===== src/rtl/resize_frame_ctrl_pkg.sv =====
// Shared constants, counter widths and the state encoding for the frame sequencer.
// Latency: n/a (declarations only).
// Backpressure: n/a (declarations only).
package resize_frame_ctrl_pkg;

  localparam int DEF_IN_WIDTH      = 1280;
  localparam int DEF_IN_HEIGHT     = 960;
  localparam int DEF_PAD_DIM       = 34;
  localparam int DEF_FLUSH_LEN     = 1280;
  localparam int DEF_DRAIN_TIMEOUT = 4096;

  localparam int IN_PIXELS  = DEF_IN_WIDTH * DEF_IN_HEIGHT;
  localparam int OUT_PIXELS = DEF_PAD_DIM * DEF_PAD_DIM;

  localparam int PIX_W       = 12;
  localparam int IN_CNT_W    = 21;
  localparam int OUT_CNT_W   = 11;
  localparam int TMR_W       = 13;
  localparam int FLUSH_CNT_W = 11;

  typedef enum logic [2:0] {
    ST_IDLE     = 3'd0,
    ST_WAIT_SOF = 3'd1,
    ST_FEED     = 3'd2,
    ST_FLUSH    = 3'd3,
    ST_DRAIN    = 3'd4,
    ST_RZ_RESET = 3'd5
  } state_t;

endpackage


===== src/rtl/resize_frame_ctrl_if.sv =====
// Pixel-path bundle between camera, frame sequencer and resizer.
// Latency: n/a (wiring only).
// Backpressure: none; camera and resizer are free-running valid-only streams.
// Signals: cam_sof/cam_valid/cam_pixel from the camera, rz_rst/rz_valid_in/rz_pixel_in
// to the resizer, rz_valid_out back from the resizer. master = sequencer, slave = environment.
interface resize_frame_ctrl_if;
  import resize_frame_ctrl_pkg::*;

  logic             cam_sof;
  logic             cam_valid;
  logic [PIX_W-1:0] cam_pixel;
  logic             rz_rst;
  logic             rz_valid_in;
  logic [PIX_W-1:0] rz_pixel_in;
  logic             rz_valid_out;

  modport master (
    input  cam_sof, cam_valid, cam_pixel, rz_valid_out,
    output rz_rst, rz_valid_in, rz_pixel_in
  );

  modport slave (
    output cam_sof, cam_valid, cam_pixel, rz_valid_out,
    input  rz_rst, rz_valid_in, rz_pixel_in
  );

endinterface


===== src/rtl/resize_frame_ctrl.sv =====
// Frame sequencer: gates one camera frame into the resizer, flushes it, counts outputs.
// Latency: 1 cycle camera->resizer pixel pass-through; all outputs registered except o_busy.
// Backpressure: none; the camera cannot be stalled, so extra/late pixels are dropped.
// Ports: i_clk, i_rst (sync, active-high), i_capture_req / i_abort pulses from the host,
// io_bus (camera + resizer pixel path), o_busy, o_frame_done pulse, sticky o_err_short /
// o_err_timeout, o_out_count (resizer outputs seen in the current capture).
module resize_frame_ctrl
  import resize_frame_ctrl_pkg::*;
#(
  parameter int IN_WIDTH      = DEF_IN_WIDTH,
  parameter int IN_HEIGHT     = DEF_IN_HEIGHT,
  parameter int PAD_DIM       = DEF_PAD_DIM,
  parameter int FLUSH_LEN     = DEF_FLUSH_LEN,
  parameter int DRAIN_TIMEOUT = DEF_DRAIN_TIMEOUT
) (
  input  logic                 i_clk,
  input  logic                 i_rst,
  input  logic                 i_capture_req,
  input  logic                 i_abort,
  resize_frame_ctrl_if.master  io_bus,
  output logic                 o_busy,
  output logic                 o_frame_done,
  output logic                 o_err_short,
  output logic                 o_err_timeout,
  output logic [OUT_CNT_W-1:0] o_out_count
);

  localparam logic [IN_CNT_W-1:0]    LP_IN_LAST    = IN_CNT_W'(IN_WIDTH * IN_HEIGHT - 1);
  localparam logic [OUT_CNT_W-1:0]   LP_OUT_PIX    = OUT_CNT_W'(PAD_DIM * PAD_DIM);
  localparam logic [FLUSH_CNT_W-1:0] LP_FLUSH_LAST = FLUSH_CNT_W'(FLUSH_LEN - 1);
  localparam logic [TMR_W-1:0]       LP_TIMEOUT    = TMR_W'(DRAIN_TIMEOUT);

  state_t                 r_state;
  state_t                 r_ret_state;
  logic [IN_CNT_W-1:0]    r_in_count;
  logic [FLUSH_CNT_W-1:0] r_flush_count;
  logic [TMR_W-1:0]       r_timer;
  logic [OUT_CNT_W-1:0]   r_out_count;
  logic                   r_rst_cnt;
  logic                   r_rz_rst;
  logic                   r_rz_valid_in;
  logic [PIX_W-1:0]       r_rz_pixel_in;
  logic                   r_frame_done;
  logic                   r_err_short;
  logic                   r_err_timeout;

  logic                   w_count_out;
  logic                   w_to_reset;
  state_t                 w_reset_ret;
  logic                   w_early_sof;
  logic                   w_timeout;

  // The resizer may emit while still being fed or flushed, so outputs are
  // counted from the first FEED cycle; saturated counts ignore extra pulses.
  assign w_count_out = io_bus.rz_valid_out &&
                       (r_state == ST_FEED || r_state == ST_FLUSH || r_state == ST_DRAIN) &&
                       (r_out_count != LP_OUT_PIX);

  // Every route into RZ_RESET, in priority order: abort beats early SOF and timeout.
  always_comb begin
    w_to_reset  = 1'b0;
    w_reset_ret = ST_IDLE;
    w_early_sof = 1'b0;
    w_timeout   = 1'b0;
    if (i_abort && r_state != ST_IDLE) begin
      w_to_reset = 1'b1;
    end else if (r_state == ST_FEED && io_bus.cam_sof && r_in_count < LP_IN_LAST) begin
      w_to_reset  = 1'b1;
      w_early_sof = 1'b1;
      w_reset_ret = ST_WAIT_SOF;  // retry on the next frame automatically
    end else if (r_state == ST_DRAIN && r_out_count != LP_OUT_PIX && r_timer == LP_TIMEOUT) begin
      w_to_reset = 1'b1;
      w_timeout  = 1'b1;
    end
  end

  always_ff @(posedge i_clk) begin
    if (i_rst) begin
      r_state       <= ST_IDLE;
      r_ret_state   <= ST_IDLE;
      r_in_count    <= '0;
      r_flush_count <= '0;
      r_timer       <= '0;
      r_out_count   <= '0;
      r_rst_cnt     <= 1'b0;
      r_rz_rst      <= 1'b1;
      r_rz_valid_in <= 1'b0;
      r_rz_pixel_in <= '0;
      r_frame_done  <= 1'b0;
      r_err_short   <= 1'b0;
      r_err_timeout <= 1'b0;
    end else begin
      r_rz_rst     <= 1'b0;
      r_frame_done <= 1'b0;
      if (w_count_out) r_out_count <= r_out_count + 1'b1;

      if (w_to_reset) begin
        r_state       <= ST_RZ_RESET;
        r_ret_state   <= w_reset_ret;
        r_rst_cnt     <= 1'b0;
        r_rz_rst      <= 1'b1;
        r_rz_valid_in <= 1'b0;
        r_rz_pixel_in <= '0;
        if (w_early_sof) r_err_short   <= 1'b1;
        if (w_timeout)   r_err_timeout <= 1'b1;
      end else begin
        case (r_state)
          ST_IDLE: begin
            r_rz_valid_in <= 1'b0;
            r_rz_pixel_in <= '0;
            if (i_capture_req && !i_abort) begin
              r_state       <= ST_WAIT_SOF;
              r_err_short   <= 1'b0;
              r_err_timeout <= 1'b0;
              r_out_count   <= '0;
            end
          end
          ST_WAIT_SOF: begin
            // Only a pixel that coincides with SOF gets through; it is pixel 0.
            r_rz_valid_in <= io_bus.cam_sof && io_bus.cam_valid;
            r_rz_pixel_in <= io_bus.cam_pixel;
            if (io_bus.cam_sof) begin
              r_state     <= ST_FEED;
              r_in_count  <= {{(IN_CNT_W-1){1'b0}}, io_bus.cam_valid};
              r_out_count <= '0;
            end
          end
          ST_FEED: begin
            r_rz_valid_in <= io_bus.cam_valid;
            r_rz_pixel_in <= io_bus.cam_pixel;
            if (io_bus.cam_valid) begin
              r_in_count <= r_in_count + 1'b1;
              if (r_in_count == LP_IN_LAST) begin
                r_state       <= ST_FLUSH;
                r_flush_count <= '0;
              end
            end
          end
          ST_FLUSH: begin
            // Zero pixels push the last line out of the resizer's line delay.
            r_rz_valid_in <= 1'b1;
            r_rz_pixel_in <= '0;
            r_flush_count <= r_flush_count + 1'b1;
            if (r_flush_count == LP_FLUSH_LAST) begin
              r_state <= ST_DRAIN;
              r_timer <= '0;
            end
          end
          ST_DRAIN: begin
            r_rz_valid_in <= 1'b0;
            r_rz_pixel_in <= '0;
            if (r_out_count == LP_OUT_PIX) begin
              r_frame_done <= 1'b1;
              r_state      <= ST_IDLE;
            end else if (io_bus.rz_valid_out) begin
              r_timer <= '0;
            end else begin
              r_timer <= r_timer + 1'b1;
            end
          end
          ST_RZ_RESET: begin
            r_rz_valid_in <= 1'b0;
            r_rz_pixel_in <= '0;
            if (r_rst_cnt) begin
              r_state <= r_ret_state;
            end else begin
              r_rst_cnt <= 1'b1;
              r_rz_rst  <= 1'b1;
            end
          end
          default: r_state <= ST_IDLE;
        endcase
      end
    end
  end

  assign o_busy             = (r_state != ST_IDLE);
  assign o_frame_done       = r_frame_done;
  assign o_err_short        = r_err_short;
  assign o_err_timeout      = r_err_timeout;
  assign o_out_count        = r_out_count;
  assign io_bus.rz_rst      = r_rz_rst;
  assign io_bus.rz_valid_in = r_rz_valid_in;
  assign io_bus.rz_pixel_in = r_rz_pixel_in;

endmodule


===== src/flat_wrapper.sv =====
// flat-port wrapper written by rule: the top's interface ports become plain ports
module resize_frame_ctrl_flat import resize_frame_ctrl_pkg::*;
#(
  parameter int IN_WIDTH      = DEF_IN_WIDTH,
  parameter int IN_HEIGHT     = DEF_IN_HEIGHT,
  parameter int PAD_DIM       = DEF_PAD_DIM,
  parameter int FLUSH_LEN     = DEF_FLUSH_LEN,
  parameter int DRAIN_TIMEOUT = DEF_DRAIN_TIMEOUT
)
  (i_clk, i_rst, i_capture_req, i_abort, o_busy, o_frame_done, o_err_short, o_err_timeout, o_out_count, io_bus_cam_sof, io_bus_cam_valid, io_bus_cam_pixel, io_bus_rz_valid_out, io_bus_rz_rst, io_bus_rz_valid_in, io_bus_rz_pixel_in);
  resize_frame_ctrl_if io_bus_i ();
  input  logic i_clk;
  input  logic i_rst;
  input  logic i_capture_req;
  input  logic i_abort;
  output logic o_busy;
  output logic o_frame_done;
  output logic o_err_short;
  output logic o_err_timeout;
  output logic [OUT_CNT_W-1:0] o_out_count;
  input wire logic [$bits(io_bus_i.cam_sof)-1:0] io_bus_cam_sof;
  input wire logic [$bits(io_bus_i.cam_valid)-1:0] io_bus_cam_valid;
  input wire logic [$bits(io_bus_i.cam_pixel)-1:0] io_bus_cam_pixel;
  input wire logic [$bits(io_bus_i.rz_valid_out)-1:0] io_bus_rz_valid_out;
  output wire logic [$bits(io_bus_i.rz_rst)-1:0] io_bus_rz_rst;
  output wire logic [$bits(io_bus_i.rz_valid_in)-1:0] io_bus_rz_valid_in;
  output wire logic [$bits(io_bus_i.rz_pixel_in)-1:0] io_bus_rz_pixel_in;
  assign io_bus_i.cam_sof = io_bus_cam_sof;
  assign io_bus_i.cam_valid = io_bus_cam_valid;
  assign io_bus_i.cam_pixel = io_bus_cam_pixel;
  assign io_bus_i.rz_valid_out = io_bus_rz_valid_out;
  assign io_bus_rz_rst = io_bus_i.rz_rst;
  assign io_bus_rz_valid_in = io_bus_i.rz_valid_in;
  assign io_bus_rz_pixel_in = io_bus_i.rz_pixel_in;
  resize_frame_ctrl #(.IN_WIDTH(IN_WIDTH), .IN_HEIGHT(IN_HEIGHT), .PAD_DIM(PAD_DIM), .FLUSH_LEN(FLUSH_LEN), .DRAIN_TIMEOUT(DRAIN_TIMEOUT)) u_core (.i_clk(i_clk), .i_rst(i_rst), .i_capture_req(i_capture_req), .i_abort(i_abort), .io_bus(io_bus_i), .o_busy(o_busy), .o_frame_done(o_frame_done), .o_err_short(o_err_short), .o_err_timeout(o_err_timeout), .o_out_count(o_out_count));
endmodule

===== config.mk =====
export PLATFORM = sky130hd
export DESIGN_NAME = resize_frame_ctrl_flat
export DESIGN_NICKNAME = d
export VERILOG_FILES = /design/src/rtl/resize_frame_ctrl_pkg.sv /design/src/rtl/resize_frame_ctrl_if.sv /design/src/rtl/resize_frame_ctrl.sv /design/src/flat_wrapper.sv
export SDC_FILE = /design/constraint.sdc
export NUM_CORES = 1
export LEC_CHECK = 0
export ABC_AREA = 0
export CORE_MARGIN = 1.5
export CORE_UTILIZATION = 25
export CTS_CLUSTER_DIAMETER = 120
export DETAILED_ROUTE_END_ITERATION = 10
export GPL_ROUTABILITY_DRIVEN = 0
export PLACE_DENSITY = 0.48
export SLEW_MARGIN = 40
export SYNTH_ARGS = -nofsm -noshare
export SYNTH_HDL_FRONTEND = slang
export SYNTH_SLANG_ARGS = --single-unit
export TNS_END_PERCENT = 5

===== constraint.sdc =====
create_clock -name i_clk -period 5.3 [get_ports i_clk]
set_input_delay 0.795 -clock i_clk [delete_from_list [all_inputs] [get_ports i_clk]]
set_output_delay 0.795 -clock i_clk [all_outputs]
set_load 0.01 [all_outputs]

==> metrics.md, run 1 <==
| Metric | Value |
|---|---|
| Worst Setup End Kind | `register` |
| RSZ-0062 raised after global routing | `false` |
| Die extent in y | `131 um` |
| Final Hold Fails | `0` |
| Post-DP HPWL | `7800 um` |
| TritonCTS buffer count | `9` |
| DRC violations left | `0` |
| Synthesized area | `4100 um2` |
| Share of layout cells above drive strength 1 | `5.96%` |
| First DRT Iteration DRCs | `233` |
| TritonCTS clock tree | `yes` |
| Critical R2R Launch | `u_core.r_state[0]` |
| Global-route wire length before repair | `19100 um` |
| Initial antenna violation count | `0` |
| PnR worst setup slack | `2220 ps` |
| Hold path depth | `2` |
| Area of the die | `17200 um2` |
| Layout area overhead | `22.9%` |
| Xor and xnor fraction of the mapped netlist area | `4.27%` |
| Register area share after synthesis | `38.1%` |
| Pwr Total | `1.72 mW` |
| Fin Setup TNS | `0 ps` |
| Place WS | `1880 ps` |
| Routed WL per cell | `14.6 um` |
| Arrival @ worst endpoint | `3270 ps` |
| Synth area leader | `dfxtp_1` |
| Worst rel slew slack | `49.1%` |
| Max Cap Viol | `0` |
| Worst IR Drop VDD | `0.000179 V` |
| Port bufs | `47` |
| Total Wirelength | `11200 um` |
| Adder-cell share of the synthesized area | `1.83%` |
| Worst-path maximum fanout | `23` |
| Grt ovf | `0` |
| Commonest cells after routing, fill and taps aside | `dfxtp_1, nor2_1, nand2_1` |
| DR pass1 iterations | `5` |
| Clk_skew | `6.17 ps` |
| Clk sink count | `78` |
| Routed via count | `3911` |
| Antenna Cells | `0` |
| Synth top area share | `38.1%` |
| Core ar. | `15900 um2` |
| Chip width | `131 um` |
| Worst skew pair latency | `340 ps` |
| Unique masters post-synth | `63` |
| Clock Tree Root | `clkbuf_16` |
| Final core occ | `31.6%` |
| I/O pins | `48` |
| Final Cycle Share | `58.1%` |
| Final ANT Viol Nets | `0` |
| Main flop type after synthesis | `dfxtp_1` |
| Placed cells | `754` |
| Initial Utilization | `25.7%` |
| Vias in the first global route | `3792` |
| Hold Buf Count CTS | `0` |
| Wire length on met2 | `5120 um` |
| Fin. max-slew vios | `0` |
| Synthesis Warnings | `0` |
| Hold path start | `u_core.io_bus.rz_valid_in` |
| Pwr/cell area | `342 nW/um2` |
| GRT Util Overall | `14.1%` |
| Synthesized flop and latch total | `78` |
| Clk slew on worst S/H paths | `60 ps` |
| Post-synth EDFFs | `0` |
| Leak | `1.65 nW` |
| Mux cell area share after synthesis | `0.733%` |
| Post-Layout Cell Count | `770` |
| Avg Inst Size Synth | `7.94 um2` |
| Cells after synthesis | `516` |
| Met1 wire length | `5430 um` |
| Top area cells in the synthesized netlist | `dfxtp_1, nor2_1, nand2_1` |
| Worst reg-to-reg path cell count | `7` |
| Fin nets | `574` |
| Largest net degree at the start of global routing | `29` |
| Type of the worst min-delay path | `register to register` |
| Core Rows | `46` |
| WL met3 | `550 um` |
| RR Endpoint | `u_core.o_out_count[7]` |
| Setup Fix Bufs, Post-CTS | `0` |
| Compound-gate portion of the synthesized area | `22.7%` |
| Critical path class | `register to register` |
| Max clock buf depth | `2` |
| Critical Path Start Type | `register` |
| Worst slew pin tran | `760 ps` |
| Fmax | `0.324 GHz` |
| Reg-to-reg setup timing slack | `2220 ps` |
| Status | `completed` |
| Vias/cell | `5.08` |
| Highest Signal Layer | `met4` |
| H-tree depth | `3` |
| Final setup fails | `0` |
| Commonest non-fill, non-tap cell in the layout | `dfxtp_1` |
| Tmin final | `3080 ps` |
| Worst hold endpoint | `u_core.io_bus.rz_valid_in` |
| Worst EP required | `5490 ps` |
| Post-CTS resize count | `0` |
| Post-synth ARST share | `0%` |
| Simple-Gate Fraction of Synth Area | `27.9%` |
| Syn nets | `541` |
| Main combinational cell family by area after synthesis | `simple AND/OR/NAND/NOR gates` |
-- critical path, stage by stage (launching register included) --
cell and delay, ps:
dfxtp_1 380, buf_4 250, or3_1 460, nand2_1 170, and4_1 580, o21ai_2 300
o41ai_4 670, nor2_1 120
-- per-layer routing --
layer	global-route usage (%)	up-vias
li1	-	1943
met1	18.3	1858
met2	23.1	102
met3	3.66	8
met4	3.88	0
met5	0	-
-- power breakdown --
part / internal, mW / leakage [nW] / switching, mW
combinational: 0.167 / 0.879 / 0.316
sequential: 0.616 / 0.630 / 0.0252
clock: 0.362 / 0.143 / 0.238
-- layout make-up --
class	count	area (um2)
inverters	11	41.3
clock inverters	5	50.0
multi-input cells	397	2370
well taps	216	270
repair buffers	52	508
fillers	1701	10900
clock buffers	11	233
flip-flops and latches	78	1560
-- cell families (layout without fill, tap and decap cells) --
family / count (synthesis) / in the layout
flip-flops: 78 / 78
XOR/XNOR: 20 / 20
adder cells (fa/ha/maj): 6 / 6
multiplexers: 3 / 3
buffers and inverters: 41 / 79
AO/OA/AOI/OAI: 142 / 142
AND/OR/NAND/NOR: 226 / 226
-- registers in the layout, indices dropped and copies added (netlist names), 3 cells and up --
register	flops
u_core.r_in_count	21
u_core.r_timer	13
u_core.io_bus.rz_pixel_in	12
u_core.o_out_count	11
u_core.r_flush_count	11
u_core.r_state	3
-- Yosys cell counts (all sizes together), types with 7 or more instances --
| master | number |
|---|---|
| a21oi | 33 |
| a31oi | 9 |
| a32oi | 12 |
| and2 | 9 |
| buf | 14 |
| clkbuf | 16 |
| dfxtp | 78 |
| inv | 11 |
| nand2 | 60 |
| nand3 | 22 |
| nand4 | 10 |
| nand4b | 7 |
| nor2 | 62 |
| nor3 | 9 |
| o21ai | 46 |
| or3 | 8 |
| xor2 | 17 |
-- stage by stage --
stage	hold slack, ps	area (um2)
CTS	483	5040
floorplan	453	4100
global route	520	5040
finish	478	5040
detailed placement	470	4750
global placement	472	4740
-- worst max path at each step --
stage	from	end	slack, ps	cells after the start
2_1_floorplan	io_bus_cam_sof	u_core.r_timer[7]	3070	9
3_3_place_gp	io_bus_cam_sof	u_core.o_out_count[5]	1750	7
3_5_place_dp	io_bus_cam_sof	u_core.o_out_count[7]	1880	7
4_1_cts	u_core.r_state[2]	u_core.io_bus.rz_pixel_in[1]	2200	7
5_1_grt	u_core.r_state[0]	u_core.o_out_count[7]	1960	7
6_report	u_core.r_state[0]	u_core.o_out_count[7]	2220	7
(Power assumes the default switching activity.)
==> inputs of run 2 (changes only) <==
==> constraint.sdc (replaced) <==
create_clock -name i_clk -period 3.1 [get_ports i_clk]
set_input_delay 0.465 -clock i_clk [delete_from_list [all_inputs] [get_ports i_clk]]
set_output_delay 0.465 -clock i_clk [all_outputs]
set_load 0.01 [all_outputs]
==> run 2 against run 1 <==
Effect of this change: critical path depth grew 1; combinational power grew 80%; largest power group is now the clock network; core utilization grew 0.67 points; clock skew grew 2.2 ps; worst hold slack lost 5.1 ps; first-iteration DRC count shrank 16%; sequential share of layout area shrank 0.64 points.
==> metrics.md, run 2 (synthesis results as in run 1) <==
| Metric | Value |
|---|---|
| Status | `completed` |
| Global-route wire length before repair | `18900 um` |
| DRC violations left | `0` |
| Final Hold Fails | `0` |
| P_int | `2.10 mW` |
| Hold path start | `u_core.io_bus.rz_valid_in` |
| Fin. max-slew vios | `0` |
| Sequential share of power | `35.1%` |
| Critical path class | `register to register` |
| Worst Setup End Kind | `register` |
| TritonCTS clock tree | `yes` |
| Clock power frac | `36.8%` |
| Die extent in y | `131 um` |
| DR pass1 iterations | `4` |
| Commonest non-fill, non-tap cell in the layout | `dfxtp_1` |
| Initial Utilization | `25.7%` |
| Clk sink count | `78` |
| Grt ovf | `0` |
| Tmin final | `2660 ps` |
| Port bufs | `47` |
| Share of layout cells above drive strength 1 | `7.77%` |
| Fill cells | `1666` |
| Setup Fix Bufs, Post-CTS | `0` |
| Vias in the first global route | `3733` |
| Post-CTS resize count | `0` |
| Max clock buf depth | `2` |
| Antenna Cells | `0` |
| Final ANT Viol Nets | `0` |
| Layout area overhead | `25.5%` |
| Largest reg by FF count | `u_core.r_in_count` |
| Initial antenna violation count | `0` |
| Fin Setup TNS | `0 ps` |
| Type of the worst min-delay path | `register to register` |
| Hold Buf Count CTS | `0` |
| Clock Tree Root | `clkbuf_16` |
| Fmax | `0.376 GHz` |
| Hold path depth | `2` |
| Arrival @ worst endpoint | `2930 ps` |
| Critical Path Start Type | `register` |
| Total Wirelength | `11400 um` |
| Core ar. | `15900 um2` |
| Worst rel slew slack | `51.6%` |
| Area of the die | `17200 um2` |
| Core Rows | `46` |
| RR Endpoint | `u_core.r_in_count[19]` |
| Reg-to-reg setup timing slack | `440 ps` |
| Routed WL per cell | `14.5 um` |
| Chip width | `131 um` |
| Worst hold endpoint | `u_core.io_bus.rz_valid_in` |
| Routed via count | `3904` |
| H-tree depth | `3` |
| Max Cap Viol | `0` |
| Post-DP HPWL | `7930 um` |
| Worst reg-to-reg path cell count | `8` |
| Clk_skew | `8.35 ps` |
| Power share of the combinational group | `28.1%` |
| Worst-path maximum fanout | `29` |
| TritonCTS buffer count | `9` |
| Pwr/cell area | `603 nW/um2` |
| Clk slew on worst S/H paths | `60 ps` |
| Leak | `1.72 nW` |
| Largest register FFs | `21` |
| Worst skew pair latency | `340 ps` |
| First DRT Iteration DRCs | `195` |
| Final setup fails | `0` |
| Final Cycle Share | `85.8%` |
| Vias/cell | `4.99` |
| RSZ-0062 raised after global routing | `false` |
| Critical R2R Launch | `u_core.r_state[0]` |
| P_sw | `999 uW` |
| Largest net degree at the start of global routing | `30` |
| Fin nets | `586` |
| GRT Util Overall | `14.1%` |
| Worst slew pin tran | `724 ps` |
| Worst IR Drop VDD | `0.000378 V` |
| Worst EP required | `3370 ps` |
| Commonest cells after routing, fill and taps aside | `dfxtp_1, nor2_1, nand2_1` |
| I/O pins | `48` |
| Pwr Total | `3.10 mW` |
| Switching share of power | `32.2%` |
## run 2: cell types whose count changed in the layout (fill, tap and decap cells not counted)
cell       delta
o41ai_4       -1
buf_4        +12
bufinv_16     +1
a2111oi_0     +1
clkbuf_8      +1
a2111oi_2     -1
o41ai_2       +1
clkinv_2      -2
## run 2: power by group through the flow
stage	Combinational, mW	Sequential, mW	Clock [mW]
floorplan	0.557	1.11	0
global placement	0.861	1.11	0
detailed placement	0.871	1.11	0
CTS	0.874	1.09	1.18
global route	0.962	1.09	1.21
finish	0.871	1.09	1.14
## run 2: worst max path at each step
| stage | from | to | slack [ps] |
|---|---|---|---|
| 6_report | u_core.r_state[0] | u_core.r_in_count[19] | 440 |
| 5_1_grt | u_core.r_state[0] | u_core.r_in_count[9] | 290 |
| 2_1_floorplan | u_core.r_state[1] | u_core.r_flush_count[4] | 990 |
| 3_5_place_dp | io_bus_cam_sof | u_core.r_in_count[1] | 370 |
| 3_3_place_gp | io_bus_cam_sof | u_core.r_in_count[1] | 460 |
| 4_1_cts | u_core.r_state[0] | u_core.r_in_count[19] | 440 |
## run 2: metrics by stage
stage / cell area (um2) / hold slack [ps] / utilization (%) / setup WS [ps] / cells
floorplan: 4100 / 453 / - / 986 / 516
detailed placement: 4830 / 463 / 30.3 / 367 / 766
global placement: 4830 / 455 / 30.3 / 460 / 766
finish: 5140 / 473 / 32.3 / 441 / 782
global route: 5140 / 515 / 32.3 / 290 / 782
CTS: 5140 / 476 / 32.3 / 443 / 782
## run 2: critical path, cell delays in order (launching register included)
cell and delay, ps:
dfxtp_1 310, buf_4 220, or3_1 500, nand2_1 180, and4_1 350, buf_4 230, o211ai_2 230, or3_1 410
a21oi_1 140
## run 2: metal layers
metal,up-vias,wire length (um),GRT usage (%)
li1,1970,-,-
met1,1820,5340,17.6
met2,97,5120,23.0
met3,17,681,4.60
met4,0,224,4.27
met5,-,0,0
## run 2: layout make-up
type                       instances  area (um2)  area share (%)
clock buffer                      12         246            4.79
inverter                          11        41.3           0.803
tap                              216         270            5.25
clock inverter                     4        70.1            1.36
sequential                        78        1560            30.4
timing repair buffer              64         598            11.6
multi-input combinational        397        2360            45.8
